<file path="src/rtl/ann_pkg.sv">
// Shared types and helpers for the ANN neuron datapath.
// ANN_LEAKY_RELU_EN (optional define) enables the leaky negative branch in ann_activation.
package ann_pkg;

   typedef enum logic [1:0] {IDLE, ACCUM, ACT, HOLD} state_t;

   localparam int DATA_W      = 8;
   localparam int Y_MAX       = 127;
   localparam int Y_MIN       = -128;
   localparam int LEAKY_EXTRA = 3;

   function automatic logic signed [7:0] saturate(input logic signed [31:0] v);
      if (v > Y_MAX)
         return 8'sd127;
      else if (v < Y_MIN)
         return -8'sd128;
      else
         return v[7:0];
   endfunction

endpackage

</file>
<file path="src/rtl/ann_activation.sv">
// Combinational activation: arithmetic shift, ReLU (or leaky ReLU under
// ANN_LEAKY_RELU_EN), then saturation to a signed byte.
module ann_activation #(
   parameter int ACC_W = 20,
   parameter int SHIFT = 4
) (
   input  logic [ACC_W-1:0] acc,
   output logic [7:0]       y
);
   import ann_pkg::*;

   logic signed [ACC_W-1:0] s;
   assign s = $signed(acc) >>> SHIFT;

`ifdef ANN_LEAKY_RELU_EN
   // Negative side is attenuated by a further 2^LEAKY_EXTRA instead of clamped.
   logic signed [ACC_W-1:0] leak;
   assign leak = $signed(acc) >>> (SHIFT + LEAKY_EXTRA);

   always_comb begin
      y = saturate(32'(s));
      if (s[ACC_W-1])
         y = saturate(32'(leak));
   end
`else
   always_comb begin
      y = saturate(32'(s));
      if (s[ACC_W-1])
         y = 8'd0;
   end
`endif

endmodule

</file>
<file path="src/rtl/ann_neuron_mac.sv">
// Single-neuron MAC stage: serial (x, w) pairs accumulated onto a shifted bias,
// then activated and held for a valid/ready output handshake.
module ann_neuron_mac #(
   parameter int N_INPUTS = 4,
   parameter int DATA_W   = 8,
   parameter int ACC_W    = 20,
   parameter int SHIFT    = 4
) (
   input  logic              clk,
   input  logic              rst_n,
   input  logic              ena,
   input  logic              bias_wr,
   input  logic              in_valid,
   output logic              in_ready,
   input  logic [DATA_W-1:0] x_in,
   input  logic [DATA_W-1:0] w_in,
   output logic              out_valid,
   input  logic              out_ready,
   output logic [DATA_W-1:0] y_out,
   output logic              busy
);
   import ann_pkg::*;

   localparam int CNT_W = $clog2(N_INPUTS + 1);

   if (ACC_W < 2*DATA_W + $clog2(N_INPUTS) + 1 || ACC_W > 32)
      $error("ann_neuron_mac: ACC_W too small for DATA_W/N_INPUTS (or above 32)");
   if (N_INPUTS < 1 || N_INPUTS > 16)
      $error("ann_neuron_mac: N_INPUTS must be 1..16");

   state_t                   state, state_nx;
   logic signed [ACC_W-1:0]  acc;
   logic [CNT_W-1:0]         count;
   logic signed [DATA_W-1:0] bias;

   logic signed [2*DATA_W-1:0] prod;
   logic signed [ACC_W-1:0]    prod_ext, bias_sh;
   logic [7:0]                 act_y;
   logic                       accept;

   assign prod     = $signed(x_in) * $signed(w_in);
   assign prod_ext = ACC_W'(prod);
   assign bias_sh  = ACC_W'(bias) <<< SHIFT;
   assign accept   = in_valid & in_ready;
   assign busy     = (state != IDLE);

   ann_activation #(.ACC_W(ACC_W), .SHIFT(SHIFT)) u_act (
      .acc (acc),
      .y   (act_y)
   );

   always_comb begin
      state_nx = state;
      in_ready = 1'b0;
      case (state)
         IDLE: begin
            in_ready = ena & ~bias_wr;
            if (in_valid & in_ready)
               state_nx = (N_INPUTS == 1) ? ACT : ACCUM;
         end
         ACCUM: begin
            in_ready = ena;
            if (in_valid & in_ready && count == CNT_W'(N_INPUTS - 1))
               state_nx = ACT;
         end
         ACT:  state_nx = HOLD;
         HOLD: if (out_valid & out_ready) state_nx = IDLE;
         default: state_nx = IDLE;
      endcase
   end

   always_ff @(posedge clk or negedge rst_n) begin
      if (!rst_n) begin
         state     <= IDLE;
         acc       <= '0;
         count     <= '0;
         bias      <= '0;
         y_out     <= '0;
         out_valid <= 1'b0;
      end else if (ena) begin
         state <= state_nx;
         case (state)
            IDLE: begin
               // bias_wr takes the cycle; in_ready is already low so no pair is taken.
               if (bias_wr)
                  bias <= $signed(w_in);
               else if (accept) begin
                  acc   <= bias_sh + prod_ext;
                  count <= CNT_W'(1);
               end
            end
            ACCUM: begin
               if (accept) begin
                  acc   <= acc + prod_ext;
                  count <= count + 1'b1;
               end
            end
            ACT: begin
               y_out     <= DATA_W'($signed(act_y));
               out_valid <= 1'b1;
            end
            HOLD: if (out_ready) out_valid <= 1'b0;
            default: ;
         endcase
      end
   end

endmodule

</file>
<file path="config.mk">
export PLATFORM = sky130hd
export DESIGN_NAME = ann_neuron_mac
export DESIGN_NICKNAME = d
export VERILOG_FILES = /design/src/rtl/ann_pkg.sv /design/src/rtl/ann_activation.sv /design/src/rtl/ann_neuron_mac.sv
export SDC_FILE = /design/constraint.sdc
export NUM_CORES = 1
export LEC_CHECK = 0
export ABC_AREA = 0
export CORE_UTILIZATION = 60
export CTS_CLUSTER_SIZE = 25
export DETAILED_ROUTE_END_ITERATION = 10
export GPL_TIMING_DRIVEN = 0
export PLACE_DENSITY_LB_ADDON = 0.08
export SLEW_MARGIN = 20
export SYNTH_ARGS = -nofsm -noshare
export SYNTH_HDL_FRONTEND = slang
export SYNTH_SLANG_ARGS = --single-unit
</file>
<file path="constraint.sdc">
create_clock -name clk -period 3.2 [get_ports clk]
set_clock_uncertainty 0.2 [all_clocks]
set_input_delay 0.8 -clock clk [delete_from_list [all_inputs] [get_ports clk]]
set_output_delay 0.8 -clock clk [all_outputs]
set_load 0.02 [all_outputs]
</file>
==> key figures <==
Status
  • Outcome: finished with violations
  • Failing checks: negative setup slack

Routing
  • # DRC: 0
  • Final Routed Wirelength: approximately 14000 µm
  • DR WL/cell: roughly 17 µm
  • DRT antenna net count: 0
  • Routed vias: 4898
  • Met1 wire length: slightly below 6000 µm
  • Vias per cell: about 5.8
  • DR top layer: met4
  • DR pass1 iterations: 5
  • Met3 wire length: approximately 620 µm
  • Met2 routed WL: 7595 µm
  • 1st-iter DRT viols: about 180

GRT
  • First-pass GRT wire length: ~24000 µm
  • Total track usage: 0.2962
  • Largest net degree at the start of global routing: 30
  • Grt total ovfl: 0
  • Vias in the first global route: between 5k and 6k
  • Antenna violations before repair: 0

Setup path
  • Crit path max fanout: 8
  • CP Data Arrival Time: 6.18 ns
  • Register-to-Register Setup Slack: -0.05 ns
  • Worst Reg-to-Reg Cells: 12
  • Startpoint Class: input pin
  • CP Class: in2reg
  • R2R Path Start: bias[0]$_DFFE_PN0P_
  • Worst setup EP type: flip-flop
  • CP peak stage delay: 0.53 ns
  • Buf+Inv Stages, Crit Path: 6
  • Cell family with most CP delay: adder cells
  • FF-to-FF End: acc[18]$_DFFE_PN0P_
  • Worst EP required: roughly 3.2 ns
  • CP max-delay cell: fa_1
  • Top cell by count, worst path: fa_1

Timing
  • Final Hold Violating Endpoints: 0
  • Achievable Freq: roughly 160 MHz
  • Slew @ Worst Pin: 0.6651 ns
  • Slew headroom: 0.5566
  • Tcrit/Tclk final: 1.934
  • Slew Viols, Final: 0
  • Final setup violation count: 17
  • Final hold slack: approximately 0.19 ns
  • Min Tclk post-route: 6.190 ns
  • RSZ-0062 raised after global routing: yes
  • Worst Slack Setup Final: -2.990 ns

Placed design
  • Placed cells: 812
  • Dpl ws: -4.047 ns
  • HPWL after DPL: about 10000 µm
  • Port Buffers: 31
  • GP Congestion: ~0.94
  • Placed cell area: 6555 µm²

Floorplan
  • FP Rows: 35
  • # IOs: 33
  • Core ar.: 9328 µm²
  • Die area: ~10000 µm²
  • Starting Density: 0.6225
  • Die Y: between 100 and 150 µm
  • Die width: around 100 µm

Final layout
  • Fillcell total: 620
  • Post-Layout Cell Count: 850
  • Most frequent cells in the layout: inv_1, nand2_1, fa_1
  • Design area: about 7400 µm²
  • Layout cells sized above 1: 0.2663
  • Leading cell type in the layout, fill and taps excluded: inv_1
  • Antenna diode count: 0
  • Nets: about 870
  • Layout Area Growth over Synthesis: 27.86%

Synth
  • Synth Register Bits: 42
  • Synth warn: 0
  • Cell count after synthesis: about 650
  • Seq/Total Area, Yosys: 0.1810
  • Post-synth ARST share: 1.000
  • Yosys cell types: slightly above 60
  • Mean area per synthesized cell: between 8 and 9 µm²
  • Syn Nets: roughly 800
  • Number of flops mapped to enable cells by yosys: 0
  • Cell Area, Synth: roughly 5800 µm²
  • Main flop type after synthesis: dfrtp_1

Clock network
  • Num CTS Buffers: 5
  • Clock buffer depth: 2
  • CTS root buf: clkbuf_8
  • Number of H-tree levels: 2
  • Hold_buf cts: 0
  • Worst-path clk slew: around 0.10 ns
  • CTS tree: yes
  • CTS Sinks: 42
  • Clock Latency Late Sink: just over 0.3 ns

Worst hold path
  • Worst min path class: in2async

Run
  • MaxCap Viol Count: 0
-- state kept, by name (all words and copies together), names as in the netlist --
| name | count |
|---|---|
| acc | 20 |
| y_out | 8 |
| bias | 8 |
| count | 3 |
| out_valid | 1 |
| state | 2 |
-- worst max-delay path by stage --
stage / start / to / cells after the start
floorplan: x_in[5] / acc[19]$_DFFE_PN0P_ / 26
global placement: w_in[7] / acc[19]$_DFFE_PN0P_ / 25
detailed placement: w_in[2] / acc[19]$_DFFE_PN0P_ / 20
CTS: w_in[1] / acc[19]$_DFFE_PN0P_ / 27
global route: w_in[1] / acc[19]$_DFFE_PN0P_ / 27
finish: x_in[5] / acc[19]$_DFFE_PN0P_ / 27
-- logic make-up (layout without fill, tap and decap cells) --
kind of cell	Yosys count	count (layout)	synth area share
adder cells (fa/ha/maj)	125	125	0.3430
multiplexers	14	14	0.02607
AND/OR/NAND/NOR	184	184	0.1584
AO/OA/AOI/OAI	133	133	0.1534
XOR/XNOR	41	41	0.06313
flip-flops	42	42	0.1810
buffers and inverters	112	182	0.07498
-- timing repair --
item	CTS	global route
endpoints found under the hold margin	0	0
buffers inserted	16	15
setup endpoints to repair	18	18
gates resized for setup	141	65
pin swaps	57	58
-- per-stage QoR --
| stage | TNS, ns | util |
|---|---|---|
| after detailed placement | -50.82 | 0.7028 |
| after floorplan | -31.83 | - |
| after global placement | -49.52 | 0.7011 |
| final | -35.25 | 0.7960 |
| after global routing | -38.46 | 0.7960 |
| after CTS | -34.38 | 0.7497 |
-- synth_stat cells (all sizes together), types with 2 or more instances --
master   number  area (µm²)
ha           68       850.8
nand3         7       35.03
inv         101       379.1
mux2i         5       50.05
o2111a        2       22.52
o22ai         2       12.51
nand2b        3       18.77
o31ai         8       60.06
fa           57        1141
nand2        64       240.2
and3          2       12.51
or2           3       18.77
xnor2        32       287.8
a21oi        41       220.2
o21ai        36       183.9
nor3          8       45.04
o21bai        7       56.30
nor2         30       115.1
and2         47       296.5
a211oi        4       35.03
o21a          3       22.52
or3           3       18.77
or3b          2       17.52
clkbuf        7       26.28
buf           4       30.02
a2111oi       2       42.54
a31oi         3       18.77
nor2b         7       43.79
mux2          9       101.4
o41ai         2       32.53
o211ai        2       15.01
dfrtp        42        1051
nor4          3       18.77
a21o         14       105.1
xor2          9       78.83
-- layer usage --
metal | GRT usage | up-vias
li1 | - | 2276
met1 | 0.3825 | 2452
met2 | 0.5342 | 135
met3 | 0.03412 | 35
met4 | 0.06355 | 0
met5 | 0 | -
-- cell type report --
class                           instances  area, µm²  share of cell area
Buffer                                 11      56.30            0.007583
Clock buffer                            5      68.82            0.009269
Clock inverter                          3      23.77            0.003202
Inverter                              101      379.1             0.05106
Multi-Input combinational cell        497       5099              0.6867
Sequential cell                        42       1051              0.1416
Tap cell                              129      161.4             0.02174
Timing Repair Buffer                   62      585.6             0.07887
Power is not shown: default switching activity piles up to over one toggle a cycle in this logic, so the estimate is an artifact.
